==> src/rtl/dram_arb.sv <==
// dram_arb: round-robin arbiter sharing one DRAM read/write port among
// NUM_REQ requesters, with burst limiting and a read-wait timeout.
module dram_arb #(
   parameter int DATA_WIDTH = 32,
   parameter int ADDR_WIDTH = 18,
   parameter int NUM_REQ    = 3,
   parameter int MAX_BURST  = 16,
   parameter int TIMEOUT    = 1024
) (
   input  logic                          clk,
   input  logic                          srst,
   input  logic [NUM_REQ-1:0]            req,
   input  logic [NUM_REQ-1:0]            we,
   input  logic [NUM_REQ*ADDR_WIDTH-1:0] addr,
   input  logic [NUM_REQ*DATA_WIDTH-1:0] wdata,
   output logic [NUM_REQ-1:0]            gnt,
   output logic [NUM_REQ-1:0]            rvalid,
   output logic [DATA_WIDTH-1:0]         rdata,
   output logic                          dram_en_wr,
   output logic [ADDR_WIDTH-1:0]         dram_addr_wr,
   output logic [DATA_WIDTH-1:0]         dram_data_wr,
   output logic                          dram_en_rd,
   output logic [ADDR_WIDTH-1:0]         dram_addr_rd,
   input  logic                          dram_valid,
   input  logic [DATA_WIDTH-1:0]         dram_data_rd,
   output logic                          busy,
   output logic                          err
);

   localparam int IW = (NUM_REQ > 1) ? $clog2(NUM_REQ) : 1;
   localparam int BW = $clog2(MAX_BURST + 1);
   localparam int WW = (TIMEOUT > 1) ? $clog2(TIMEOUT) : 1;

   typedef enum logic [1:0] {IDLE, RD_WAIT, RD_RET} state_t;

   state_t          state_q, state_d;
   logic [IW-1:0]   rr_ptr, prev_owner, owner, win, ptr_nxt;
   logic [BW-1:0]   burst_cnt, eff_cnt, cnt_nxt;
   logic [WW-1:0]   wait_cnt;
   logic            any_req, take, rd_timeout;

   // Round-robin search upward from rr_ptr, wrapping at NUM_REQ-1.
   always_comb begin
      int unsigned j;
      any_req = 1'b0;
      win     = '0;
      j       = 0;
      for (int unsigned i = 0; i < NUM_REQ; i++) begin
         j = (32'(rr_ptr) + i) % NUM_REQ;
         if (!any_req && req[j]) begin
            any_req = 1'b1;
            win     = IW'(j);
         end
      end
   end

   // Burst accounting: a new owner restarts the run, so its count is taken as zero.
   always_comb begin
      eff_cnt = (win == prev_owner) ? burst_cnt : '0;
      if (32'(eff_cnt) < MAX_BURST - 1) begin
         ptr_nxt = win;
         cnt_nxt = eff_cnt + 1'b1;
      end else begin
         ptr_nxt = (32'(win) == NUM_REQ - 1) ? '0 : win + 1'b1;
         cnt_nxt = '0;
      end
   end

   // Next-state and combinational grant/busy outputs.
   always_comb begin
      state_d    = state_q;
      gnt        = '0;
      take       = 1'b0;
      rd_timeout = (32'(wait_cnt) == TIMEOUT - 1);
      busy       = (state_q != IDLE);
      case (state_q)
         IDLE: begin
            if (any_req && !srst) begin
               take     = 1'b1;
               gnt[win] = 1'b1;
               if (!we[win]) state_d = RD_WAIT;
            end
         end
         RD_WAIT: if (dram_valid || rd_timeout) state_d = RD_RET;
         RD_RET:  state_d = IDLE;
         default: state_d = IDLE;
      endcase
   end

   // State register.
   always_ff @(posedge clk) begin
      if (srst) state_q <= IDLE;
      else      state_q <= state_d;
   end

   // Arbitration bookkeeping, DRAM command registers and read return path.
   always_ff @(posedge clk) begin
      if (srst) begin
         rr_ptr       <= '0;
         prev_owner   <= '0;
         owner        <= '0;
         burst_cnt    <= '0;
         wait_cnt     <= '0;
         err          <= 1'b0;
         rvalid       <= '0;
         rdata        <= '0;
         dram_en_wr   <= 1'b0;
         dram_addr_wr <= '0;
         dram_data_wr <= '0;
         dram_en_rd   <= 1'b0;
         dram_addr_rd <= '0;
      end else begin
         dram_en_wr <= 1'b0;
         dram_en_rd <= 1'b0;
         rvalid     <= '0;
         if (take) begin
            rr_ptr     <= ptr_nxt;
            burst_cnt  <= cnt_nxt;
            prev_owner <= win;
            owner      <= win;
            if (we[win]) begin
               dram_en_wr   <= 1'b1;
               dram_addr_wr <= addr[int'(win)*ADDR_WIDTH +: ADDR_WIDTH];
               dram_data_wr <= wdata[int'(win)*DATA_WIDTH +: DATA_WIDTH];
            end else begin
               dram_en_rd   <= 1'b1;
               dram_addr_rd <= addr[int'(win)*ADDR_WIDTH +: ADDR_WIDTH];
               wait_cnt     <= '0;
            end
         end
         if (state_q == RD_WAIT) begin
            if (dram_valid) begin
               rdata         <= dram_data_rd;
               rvalid[owner] <= 1'b1;
            end else if (rd_timeout) begin
               rdata         <= '0;
               err           <= 1'b1;
               rvalid[owner] <= 1'b1;
            end else begin
               wait_cnt <= wait_cnt + 1'b1;
            end
         end
      end
   end

endmodule
==> config.mk <==
export PLATFORM = sky130hd
export DESIGN_NAME = dram_arb
export DESIGN_NICKNAME = d
export VERILOG_FILES = /design/src/rtl/dram_arb.sv
export SDC_FILE = /design/constraint.sdc
export NUM_CORES = 1
export LEC_CHECK = 0
export CORE_MARGIN = 2
export CORE_UTILIZATION = 44
export CTS_CLUSTER_SIZE = 30
export DETAILED_ROUTE_END_ITERATION = 7
export GPL_ROUTABILITY_DRIVEN = 0
export PLACE_DENSITY_LB_ADDON = 0.2
export SLEW_MARGIN = 20
export SYNTH_ARGS = -nofsm -noshare
export SYNTH_HDL_FRONTEND = slang
export SYNTH_SLANG_ARGS = --single-unit
==> constraint.sdc <==
create_clock -name clk -period 7.84 [get_ports clk]
set_clock_uncertainty 0.2 [all_clocks]
set_input_delay 1.96 -clock clk [delete_from_list [all_inputs] [get_ports clk]]
set_output_delay 1.96 -clock clk [all_outputs]
set_load 0.02 [all_outputs]
==> results by stage, run 1 <==
Worst hold path:
- The min-delay analysis places its worst path in the category register to register.
- Counting instances, the worst hold path has a depth of 2.
- The worst hold path begins at dram_data_wr[8].
- For hold timing, the worst endpoint is dram_data_wr[8].

Logic synthesis:
- The number of flip-flops and latches in the synthesized netlist is 127.
- The mean instance size in the synthesized netlist is 8.433 um^2.
- The share of synthesized area in the top cell type comes to 0.4147.
- The synthesized net count is roughly 920.
- By area the synthesized netlist is led by sky130_fd_sc_hd__dfxtp_1, sky130_fd_sc_hd__a211o_1, sky130_fd_sc_hd__mux2i_1.
- The synthesized design contains 0 enable-type register cells.
- In this run the cell area of the synthesized design comes to between 6000 and 7000 um^2.
- During synthesis, Yosys emitted a total of 0 warnings.
- The count of mapped cells out of synthesis is slightly above 700.
- The biggest area consumer among synthesized cells is sky130_fd_sc_hd__dfxtp_1.
- The number of distinct library cells after synthesis is just over 50.
- The async set-reset flop share out of synthesis is 0.
- The sequential area share after synthesis is 0.4147.
- The most used flip-flop cell after synthesis is sky130_fd_sc_hd__dfxtp_1.

Global route:
- In the global route stage, met3 resource usage came out at 0.09644.
- The overall fraction of global-route tracks in use is 0.2547.
- The wire length of the first global-routing pass is approximately 29 mm.
- The initial antenna violation count is 0.
- The layer flagged by global routing as most heavily used is met2.
- The total overflow left after global routing is 0.
- The met2 global-route usage is 0.4462.
- The number of global-route vias before repair is a little under 6k.
- Entering global routing, the biggest net connects about 110 pins.
- The fraction of met1 tracks used by global routing is 0.2867.

Drt:
- The routed layout has between 6k and 7k vias.
- The remaining design rule violation count is 0.
- The via density per instance is ~5.3.
- The average wire per standard cell is between 15 and 20 um.
- The wire length after detailed routing is 19.35 mm.
- The number of optimization iterations in the first detailed-route pass is 5.
- The initial detailed-routing violation count is ~390.
- The number of nets with antenna violations after routing is 0.

STA:
- For the pin with the worst max-slew slack, the measured transition is roughly 1.1 ns.
- Setup repair after global routing left no endpoint under its margin.
- Subtracting the final worst setup slack from the clock period gives between 6 and 7 ns.
- The tightest hold margin is about 0.25 ns.
- Timing would allow up to approximately 0.14 GHz.
- Headroom to the max-slew limit came out at 0.2714.
- Setup violations remaining at the end of the flow were counted as 0.
- Setup total negative slack on the finished layout was measured at 0 ns.
- The final hold violation count is 0.
- In the finished design, the share of the clock period the worst path needs comes to 0.8858.
- The total count of max-transition violations in the final report is 0.

Power:
- The power density over the cells is around 380 nW/um^2.
- The largest voltage drop on the vdd net is 0.2536 mV.
- The analysis attributes to cell leakage a power of ~3.8 nW.

Critical path:
- The critical path in this run is classified as primary input to output pin.
- The largest single stage delay on the critical path is roughly 0.65 ns.
- The worst reg2reg path startpoint is rr_ptr[1].
- The buffers plus inverters on the worst setup path is 2.
- The cell class contributing the biggest share of worst-path delay is buffers and inverters.
- The end of the worst register-to-register path is burst_cnt[2].
- The worst setup path is launched from a primary input.
- The required time of the critical path is 5.68 ns.
- By instance count, the cell type seen most on the critical path is sky130_fd_sc_hd__clkdlybuf4s50_1.
- In this run the register-to-register setup slack is about 3.7 ns.
- The worst setup path is captured at an output pin.
- The signal on the critical path passes through clkdlybuf4s50_1, nor2b_1, or4b_1, a311oi_1, nor2_4, nor2_1, clkdlybuf4s50_1.
- The worst-path cell with the longest stage delay is sky130_fd_sc_hd__a311oi_1.
- The arrival time at the worst endpoint is between 4 and 5 ns.
- The largest fanout on the critical path is 17.
- The logic depth of the worst register-to-register path is 13.

Clocking:
- After clock tree synthesis, the clock-pin slew on the worst setup and hold paths is around 0.050 ns.
- The root buffer cell chosen for the clock tree is sky130_fd_sc_hd__clkbuf_16.
- The clock tree synthesis step divided the H-tree into 4 levels.
- The number of sinks on the clock net is roughly 130.
- The quantity of gates resized following cts is 0.
- Once the clock tree was built, the setup fixing pass inserted 0 buffers.
- The number of buffers created by CTS is 17.
- The number of hold buffers added after CTS is 0.
- TritonCTS built the clock tree.
- The later pin in the worst-skew pair is clocked with a latency of between 0.4 and 0.5 ns.
- The buffer depth of the longest clock path is 2.

Die:
- For this configuration, the core starts out at a cell density of 0.4469.
- The die span in y is between 100 and 150 um.
- The number of ports placed on the die boundary is 301.
- The floorplan die width is ~120 um.
- The core region is 13720 um^2.
- The floorplan has 43 rows.
- The die area is approximately 15000 um^2.

Status:
- The flow ran to the end, and the final reports show no timing, DRC or antenna violations.

Finish:
- The layout overhead on the synthesized area is 58.61%.
- Excluding fillers, the count of instances in the completed layout stands at between 1k and 1.5k.
- The repair_antennas step left the layout with diodes totalling 0.
- At the end of the flow, the number of nets in the layout was 1189.
- The count of filler cells inserted in the layout is roughly 1.1k.
- Of the cells placed in the final design, the portion with a size suffix greater than 1 is 0.04776.

Placement:
- Input and output buffers added on the ports amount to 300.
- Counting tap cells, the placed design contains a total of around 1.2k instances.
- Detailed placement ended at an HPWL of approximately 14 mm.

Flow run:
- The count of maximum capacitance violations is 0.
==> where the power goes <==
group	total (W)	switching (W)	internal, W
combinational	0.00206	0.00120	0.000861
sequential	0.000918	0.0000952	0.000822
clock	0.000759	0.000295	0.000464
==> metrics by stage <==
stage	setup WS, ns	total power (W)	utilization	cell area [um^2]
3_5_place_dp	0.9305	0.002992	0.6671	9153
5_1_grt	0.6972	0.003968	0.7088	9724
2_1_floorplan	1.940	0.002313	-	6131
4_1_cts	0.9114	0.003762	0.7087	9723
3_3_place_gp	0.9821	0.002967	0.6671	9153
6_report	0.8956	0.003739	0.7088	9724
==> state kept, by name (all words and copies together), names as in the netlist <==
| name | count |
|---|---|
| dram_data_wr | 32 |
| rdata | 32 |
| dram_addr_rd | 18 |
| dram_addr_wr | 18 |
| wait_cnt | 10 |
| burst_cnt | 5 |
| rvalid | 3 |
| owner | 2 |
| rr_ptr | 2 |
| state_q | 2 |
| dram_en_rd | 1 |
| dram_en_wr | 1 |
| err | 1 |
==> cells in the mapped netlist, types with 4 or more instances <==
| cell type | number |
|---|---|
| sky130_fd_sc_hd__dfxtp_1 | 127 |
| sky130_fd_sc_hd__nor2_1 | 105 |
| sky130_fd_sc_hd__nand2_1 | 86 |
| sky130_fd_sc_hd__a21oi_1 | 84 |
| sky130_fd_sc_hd__a211o_1 | 68 |
| sky130_fd_sc_hd__mux2i_1 | 54 |
| sky130_fd_sc_hd__clkbuf_1 | 45 |
| sky130_fd_sc_hd__a22oi_1 | 33 |
| sky130_fd_sc_hd__nand3_1 | 11 |
| sky130_fd_sc_hd__buf_2 | 8 |
| sky130_fd_sc_hd__inv_1 | 7 |
| sky130_fd_sc_hd__a211oi_1 | 6 |
| sky130_fd_sc_hd__ha_1 | 6 |
| sky130_fd_sc_hd__and2_1 | 5 |
| sky130_fd_sc_hd__buf_6 | 5 |
| sky130_fd_sc_hd__nor2b_1 | 5 |
| sky130_fd_sc_hd__or3_1 | 5 |
| sky130_fd_sc_hd__nand3b_1 | 4 |
==> area by class of cell <==
cell class	count	area (um^2)	share of cell area
tap	180	225.2	0.02316
sequential	127	2542	0.2615
clock buffer	17	425.4	0.04375
inverter	7	26.28	0.002702
multi-input combinational	534	3322	0.3416
timing repair buffer	305	3038	0.3124
clock inverter	15	145.1	0.01493
==> how the worst max path moves through the flow <==
stage	startpoint	endpoint	slack (ns)	cells past startpoint
after global routing	req[1]	gnt[2]	0.70	7
after global placement	req[1]	gnt[2]	0.98	7
after detailed placement	req[1]	gnt[2]	0.93	7
final	req[1]	gnt[2]	0.90	7
after CTS	req[1]	gnt[2]	0.91	7
after floorplan	req[1]	gnt[2]	1.94	7
==> cell families after synthesis <==
family | Yosys count | share of synthesized area
flops | 127 | 0.4147
fa+ha+maj | 6 | 0.01224
simple gates | 247 | 0.1767
compound gates | 223 | 0.2537
buf+inv | 66 | 0.04878
mux | 54 | 0.08816
xor+xnor | 4 | 0.005715
==> worst register-to-register path: stages (launching register included) <==
cell and delay, ns:
sky130_fd_sc_hd__dfxtp_1 0.39, sky130_fd_sc_hd__inv_1 0.08, sky130_fd_sc_hd__ha_1 0.33, sky130_fd_sc_hd__nor2b_1 0.19
sky130_fd_sc_hd__or4b_1 0.47, sky130_fd_sc_hd__a311oi_1 0.65, sky130_fd_sc_hd__nor2_4 0.19, sky130_fd_sc_hd__xnor2_1 0.44
sky130_fd_sc_hd__nor2_1 0.15, sky130_fd_sc_hd__and2_1 0.19, sky130_fd_sc_hd__ha_1 0.21, sky130_fd_sc_hd__nand3b_1 0.14
sky130_fd_sc_hd__or3_1 0.32, sky130_fd_sc_hd__a31oi_1 0.15
==> cells in the final DEF (no fill, tap or decap), types with 3 or more instances in the layout <==
| cell | count |
|---|---|
| sky130_fd_sc_hd__mux2i_1 | 54 |
| sky130_fd_sc_hd__nor2_1 | 104 |
| sky130_fd_sc_hd__clkbuf_16 | 17 |
| sky130_fd_sc_hd__clkinv_2 | 6 |
| sky130_fd_sc_hd__a21oi_1 | 84 |
| sky130_fd_sc_hd__nand2b_1 | 3 |
| sky130_fd_sc_hd__a211o_1 | 68 |
| sky130_fd_sc_hd__nand2_1 | 86 |
| sky130_fd_sc_hd__nand3b_1 | 4 |
| sky130_fd_sc_hd__a311oi_1 | 3 |
| sky130_fd_sc_hd__o21ai_0 | 3 |
| sky130_fd_sc_hd__nor2b_1 | 5 |
| sky130_fd_sc_hd__dfxtp_1 | 127 |
| sky130_fd_sc_hd__a22oi_1 | 33 |
| sky130_fd_sc_hd__inv_1 | 7 |
| sky130_fd_sc_hd__clkdlybuf4s50_1 | 299 |
| sky130_fd_sc_hd__a31oi_1 | 3 |
| sky130_fd_sc_hd__and3_1 | 3 |
| sky130_fd_sc_hd__nand3_1 | 11 |
| sky130_fd_sc_hd__a21o_1 | 3 |
| sky130_fd_sc_hd__o21a_1 | 3 |
| sky130_fd_sc_hd__nor3b_1 | 3 |
| sky130_fd_sc_hd__and2_1 | 3 |
| sky130_fd_sc_hd__ha_1 | 6 |
| sky130_fd_sc_hd__or3_1 | 5 |
| sky130_fd_sc_hd__clkinvlp_4 | 5 |
| sky130_fd_sc_hd__buf_4 | 6 |
| sky130_fd_sc_hd__a211oi_1 | 6 |
==> layer usage <==
metal  wire length, um  vias up
li1                  -     3147
met1              7698     2944
met2              9864      199
met3              1553       17
met4               228        0
met5                 0        -
(Power assumes the default switching activity.)
==> run 2, diff against run 1 <==
PLACE_DENSITY = 0.86   (was default)
PLACE_DENSITY_LB_ADDON = default   (was 0.2)
==> results by stage, run 2 (synthesis results as in run 1) <==
Status:
- The flow ran to the end, and the final reports show no timing, DRC or antenna violations.

Finish:
- The fraction of the core area covered by cells at the end of the flow was 0.7132 (+0.004377).
- The layout overhead on the synthesized area is 59.59%.
- The library cell used most frequently in the layout, excluding fill and tap cells, is sky130_fd_sc_hd__clkdlybuf4s50_1.
- The fraction of layout instances using a drive strength above 1 is 0.04677 (-0.0009950).
- The total area of sequential cells came to 2542 um^2 (unchanged).
- The total area of multi-input combinational cells was 3322 um^2 (unchanged).
- The count of filler cells inserted in the layout is 1062 (-7.2%).
- The library cells used most frequently in the layout, excluding fill and tap cells, are sky130_fd_sc_hd__clkdlybuf4s50_1, sky130_fd_sc_hd__dfxtp_1, sky130_fd_sc_hd__nor2_1, sky130_fd_sc_hd__nand2_1, sky130_fd_sc_hd__a21oi_1.
- The design area is 9784 um^2 (+0.62%).
- The net count of the finished layout is 1189 (unchanged).
- The largest registers in the layout are dram_data_wr (32), rdata (32).
- The number of non-filler instances in the completed layout is 1186 (+0.084%).

Power:
- The power density over the cells came to 391.9 nW/um^2 (+1.9%).
- The fraction of power consumed by the clock network is 0.216 (+0.013).
- The share of power burned in combinational logic is 0.544 (-0.008).
- The largest voltage drop on the vdd net is 0.2658 mV (+4.8%).
- The net switching power figure is 0.001609 W (+1.1%).
- The internal power of the cells is 0.002225 W (+3.6%).
- The switching fraction of total power is 0.4196 (-0.006082).
- The share of power burned in registers is 0.240 (-0.005).
- The leakage power summed over all cells is 3.798 nW (+1.0%).

STA:
- The tightest hold margin is 0.2526 ns (+0.0004200 ns).
- The final worst-path cycle share is 0.8822 (-0.003538).
- The setup TNS is 0 ns (unchanged).
- The total count of max-transition violations in the final report came to 0 (unchanged).
- The final count of negative-setup-slack endpoints was 0 (unchanged).
- The normalized max-slew margin is 0.2701 (-0.001343).
- The transition time at the pin with the least slew margin is 1.095 ns (+0.002015 ns).
- Setup repair after global routing left no endpoint under its margin.
- The maximum clock frequency is 0.1446 GHz (+0.40%).
- The shortest clock period the worst path allows after layout is 6.917 ns (-0.02773 ns).
- The final hold violation count is 0 (unchanged).

Drt:
- The initial detailed-routing violation count came to 508 (+29%).
- The wire length after detailed routing is 20.41 mm (+5.5%).
- The total via count after detailed routing was 6530 (+3.5%).
- The number of optimization iterations in the first detailed-route pass is 5 (unchanged).
- The remaining design rule violation count came to 0 (unchanged).
- The number of nets with antenna violations after routing came to 0 (unchanged).
- The average wire per standard cell was 17.20 um (+5.4%).
- The via density per instance is 5.506 (+3.4%).

Die:
- The die area is 14890 um^2 (unchanged).
- The site row count is 43 (unchanged).
- The number of ports placed on the die boundary is 301 (unchanged).
- The floorplan die width is 122.0 um (unchanged).
- The die span in y is 122.0 um (unchanged).
- The standard cell core area came to 13720 um^2 (unchanged).
- The starting density of the core was 0.4469 (unchanged).

Flow run:
- The count of maximum capacitance violations is 0 (unchanged).

Placement:
- The number of instances in the placed design was 1153 (unchanged).
- The detailed placer's ending HPWL is 14.36 mm (+3.8%).
- The placed standard-cell area is 9153 um^2 (unchanged).
- The port buffer count is 300 (unchanged).

Critical path:
- The startpoint identified for the worst register-to-register timing path is rr_ptr[1].
- The signal on the critical path passes through clkdlybuf4s50_1, nor2b_1, or4b_1, a311oi_1, nor2_4, nor2_1, clkdlybuf4s50_1.
- The buffers plus inverters on the worst setup path came to 2 (unchanged).
- The kind of end point of the critical path is an output pin.
- The element type at the critical path start is a primary input.
- The arrival time at the worst endpoint came to 4.76 ns (-0.02 ns).
- The largest fanout on the critical path came to 14 (-3).
- The most numerous cell on the critical path is sky130_fd_sc_hd__clkdlybuf4s50_1.
- The delay of the slowest critical-path stage was 0.64 ns (about the same).
- The cell family contributing the most delay on the critical path is buffers and inverters.
- In this run the worst setup path begins at req[1].
- The required time of the critical path is 5.68 ns (about the same).
- The largest individual stage delay along the critical path comes from the cell sky130_fd_sc_hd__clkdlybuf4s50_1.
- The worst setup path is of the primary input to output pin kind.

Global route:
- The remaining global-route overflow is 0 (unchanged).
- The number of global-route vias before repair is 6283 (+7.4%).
- The wire length of the first global-routing pass is 31.52 mm (+7.1%).
- The initial antenna violation count is 1 (+1).
- The maximum number of pins on one net before global-route repair is 110 (+2.8%).
- The overall fraction of global-route tracks in use came to 0.2714 (+0.01672).

Clocking:
- The master cell of the clock root buffer is sky130_fd_sc_hd__clkbuf_16.
- The post-CTS setup-driven buffer insertion count was 0 (unchanged).
- The number of buffers created by CTS is 17 (unchanged).
- The clock transition time at the flip-flop clock pins of the worst setup and hold paths is 0.05 ns (about the same).
- The number of hold buffers added after CTS is 0 (unchanged).
- The buffer depth of the longest clock path came to 2 (unchanged).
- The quantity of gates resized following cts came to 0 (unchanged).
- The depth of the CTS H-tree is 4 (unchanged).
- The clock tree from TritonCTS is built.
- The number of sinks on the clock net is 127 (unchanged).
- The clock insertion delay at the later pin of the skew report came to 0.41 ns (about the same).

Worst hold path:
- The critical hold path startpoint is dram_addr_rd[8].
- In this run the worst hold path is classified as register to register.
-- run 2: power groups by stage --
| stage | combinational (W) | clock [W] | sequential (W) |
|---|---|---|---|
| 3_3_place_gp | 0.00205 | 0 | 0.000923 |
| 4_1_cts | 0.00209 | 0.000836 | 0.000921 |
| 2_1_floorplan | 0.00120 | 0 | 0.00111 |
| 3_5_place_dp | 0.00207 | 0 | 0.000931 |
| 6_report | 0.00209 | 0.000827 | 0.000921 |
| 5_1_grt | 0.00226 | 0.000862 | 0.000940 |
-- run 2: worst register-to-register path: cells and delay by family (launching register included) --
family / cells / cell delay (ns)
fa+ha+maj: 2 / 0.54
flops: 1 / 0.40
xor+xnor: 1 / 0.46
compound gates: 2 / 0.78
simple gates: 7 / 1.66
buf+inv: 1 / 0.08
-- run 2: per-stage QoR --
| stage | power, W | setup WS, ns |
|---|---|---|
| finish | 0.003834 | 0.9233 |
| global route | 0.004060 | 0.7520 |
| CTS | 0.003843 | 0.9542 |
| detailed placement | 0.002998 | 0.9918 |
| global placement | 0.002968 | 1.024 |
| floorplan | 0.002313 | 1.940 |
-- run 2: layer usage --
layer / share of wire / routed length [um] / up-vias / track usage
met5: 0 / 0 / - / 0
met4: 0.025 / 519 / 0 / 0.09626
met3: 0.078 / 1587 / 37 / 0.1021
met2: 0.51 / 10440 / 230 / 0.4696
met1: 0.39 / 7861 / 3118 / 0.3051
li1: - / - / 3145 / -
-- run 2: final cells by class --
cell class | count | share of cell area
repair buffers | 305 | 0.3105
clock buffers | 23 | 0.05090
inverters | 7 | 0.002685
flip-flops and latches | 127 | 0.2598
multi-input cells | 534 | 0.3395
diodes | 1 | 0.0002558
well taps | 180 | 0.02302
clock inverters | 9 | 0.01330
-- run 2: path summary, 6_finish.rpt --
kind / slack [ns] / end / cells past startpoint
worst max-delay path: 0.92 / gnt[2] / 7
worst min-delay path: 0.25 / dram_addr_rd[8] / 2
worst max register to register: 3.64 / burst_cnt[2] / 13
worst min register to register: 0.25 / dram_addr_rd[8] / 2
==> run 3, diff against run 2 <==
CORE_ASPECT_RATIO = 2   (was default)
clock period = 8.1 ns   (was 7.84 ns; I/O delays follow)
==> results by stage, run 3 (synthesis results as in run 1) <==
Status:
- The run finished with clean final reports.

Clocking:
- The number of buffers created by CTS was 17 (unchanged).
- The clock transition time at the flip-flop clock pins of the worst setup and hold paths is 0.06 ns (about the same).
- The post-CTS setup-driven buffer insertion count was 0 (unchanged).
- The clock insertion delay at the later pin of the skew report is 0.41 ns (about the same).
- The buffer depth of the longest clock path is 2 (unchanged).
- TritonCTS built the clock tree.
- The quantity of gates resized following cts is 0 (unchanged).
- The number of hold buffers added after CTS is 0 (unchanged).
- The depth of the CTS H-tree is 4 (unchanged).
- The master cell of the clock root buffer is sky130_fd_sc_hd__clkbuf_16.
- The number of sinks on the clock net is 127 (unchanged).

STA:
- The final hold violation count is 0 (unchanged).
- The transition time at the pin with the least slew margin was 1.085 ns (-0.01028 ns).
- The total count of max-transition violations in the final report is 0 (unchanged).
- Setup repair after global routing left no endpoint under its margin.
- The normalized max-slew margin is 0.2769 (+0.006850).
- The shortest clock period the worst path allows after layout is 6.979 ns.
- The setup TNS is 0 ns (unchanged).
- The final count of negative-setup-slack endpoints was 0 (unchanged).
- The maximum clock frequency is between 0.1 and 0.15 GHz.
- The final worst-path cycle share is 0.8616.

Global route:
- The number of global-route vias before repair is 6455 (+2.7%).
- The maximum number of pins on one net before global-route repair is 102 (-7.3%).
- The remaining global-route overflow is 0 (unchanged).
- The initial antenna violation count is 0 (-1).
- The overall fraction of global-route tracks in use is 0.2744 (+0.002952).
- The wire length of the first global-routing pass was 32.29 mm (+2.5%).

Finish:
- The fraction of layout instances using a drive strength above 1 is 0.04871 (+0.001942).
- The number of non-filler instances in the completed layout is 1163 (-1.9%).
- The layout overhead on the synthesized area came to 59.67% (about the same).
- The library cells used most frequently in the layout, excluding fill and tap cells, are sky130_fd_sc_hd__clkdlybuf4s50_1, sky130_fd_sc_hd__dfxtp_1, sky130_fd_sc_hd__nor2_1, sky130_fd_sc_hd__nand2_1, sky130_fd_sc_hd__a21oi_1.
- Leaving out fill and tap cells, the most frequent cell in the layout is sky130_fd_sc_hd__clkdlybuf4s50_1.
- The net count of the finished layout is 1190 (+0.084%).
- In the final layout, the registers with the most flip-flops are dram_data_wr (32), rdata (32).
- The number of diodes added for antenna fixing came to 0 (-1).

Power:
- The internal power of the cells is 0.002183 W (-1.9%).
- The fraction of power consumed by the clock network is 0.224 (+0.008).
- The net switching power figure was 0.001580 W (-1.8%).
- The largest voltage drop on the vdd net came to 0.2261 mV (-15%).
- The share of power burned in registers came to 0.238 (-0.002).
- The power density over the cells is 384.4 nW/um^2 (-1.9%).
- The leakage power summed over all cells is 3.808 nW (+0.27%).
- The share of power burned in combinational logic came to 0.537 (-0.007).
- The switching fraction of total power is 0.4199 (about the same).

Drt:
- The via density per instance is 5.644 (+2.5%).
- The wire length after detailed routing came to 20.83 mm (+2.1%).
- The total via count after detailed routing is 6564 (+0.52%).
- The remaining design rule violation count is 0 (unchanged).
- The number of nets with antenna violations after routing is 0 (unchanged).
- The average wire per standard cell was 17.91 um (+4.1%).
- The initial detailed-routing violation count is 392 (-23%).
- The number of optimization iterations in the first detailed-route pass is 5 (unchanged).

Critical path:
- The required time of the critical path is 5.88 ns (+0.20 ns).
- The largest fanout on the critical path came to 7 (-7).
- The worst reg2reg path startpoint is rr_ptr[0].
- The worst setup path is launched from a primary input.
- The type of the setup path with the least slack is primary input to output pin.
- The slowest stage of the critical path belongs to the cell sky130_fd_sc_hd__a311oi_1.
- The launching element of the worst setup path is req[1].
- The cell class contributing the biggest share of worst-path delay is buffers and inverters.
- The delay of the slowest critical-path stage is 0.65 ns (about the same).
- The worst setup path is captured at an output pin.
- The arrival time at the worst endpoint came to 4.75 ns (about the same).
- The buffers plus inverters on the worst setup path is 2 (unchanged).
- Traced cell by cell, the critical path runs through clkdlybuf4s50_1, nor2b_1, or4b_1, a311oi_1, or3_1, nor2b_1, clkdlybuf4s50_1.

Die:
- The die area is 14950 um^2 (+0.39%).
- The floorplan die width was 87.47 um (-28%).
- The number of ports placed on the die boundary came to 301 (unchanged).
- The die span in y is 170.9 um (+40%).
- The site row count came to 61 (+42%).
- The standard cell core area was 13740 um^2 (+0.14%).
- The starting density of the core is 0.4463 (-0.0006105).

Worst hold path:
- In this run the most critical hold path is launched from dram_addr_rd[1].
- The min-delay analysis places its worst path in the category register to register.

Flow run:
- The count of maximum capacitance violations is 0 (unchanged).

Placement:
- The number of instances in the placed design is 1131 (-1.9%).
- The detailed placer's ending HPWL is 14.76 mm (+2.8%).
- The port buffer count was 300 (unchanged).
-- run 3: path summary, 6_finish.rpt --
path / end / slack (ns) / cells past startpoint
worst max-delay path: gnt[0] / 1.12 / 7
worst min-delay path: dram_addr_rd[1] / 0.25 / 2
worst max register to register: burst_cnt[2] / 3.64 / 13
worst min register to register: dram_addr_rd[1] / 0.25 / 2
-- run 3: layer usage --
metal  share of wire  GRT usage  up-vias
met3           0.097     0.1105       33
met1            0.38     0.2989     3087
met2            0.51     0.4753      293
met5               0          0        -
li1                -          -     3151
met4           0.020    0.08963        0
-- run 3: power by group through the flow --
stage                     logic, W  registers [W]  clock network [W]
after global routing       0.00218       0.000916           0.000883
after CTS                  0.00203       0.000896           0.000857
after global placement     0.00197       0.000897                  0
after floorplan            0.00117        0.00107                  0
final                      0.00202       0.000897           0.000845
after detailed placement   0.00201       0.000905                  0
-- run 3: final cells by class --
type                    count  area (um^2)
clock buffers              17        425.4
clock inverters            15        231.5
fillers                  1041         3949
inverters                   7        26.28
multi-input cells         534         3322
flip-flops and latches    127         2542
well taps                 157        196.4
repair buffers            306         3045
-- run 3: through the flow --
step | worst slack [ns] | util | total power, W | hold WS [ns] | instance area (um^2)
2_1_floorplan | 2.070 | - | 0.002239 | 0.2559 | 6131
3_3_place_gp | 1.210 | 0.6647 | 0.002866 | 0.2410 | 9131
3_5_place_dp | 1.180 | 0.6647 | 0.002915 | 0.2479 | 9131
4_1_cts | 1.146 | 0.7125 | 0.003782 | 0.2545 | 9788
5_1_grt | 0.9628 | 0.7126 | 0.003983 | 0.2724 | 9789
6_report | 1.121 | 0.7126 | 0.003764 | 0.2534 | 9789
-- run 3: worst min-delay path: stages, from the launching register on --
cell                      delay, ns
sky130_fd_sc_hd__dfxtp_1       0.31
sky130_fd_sc_hd__nand2_1       0.05
sky130_fd_sc_hd__a21oi_1       0.05
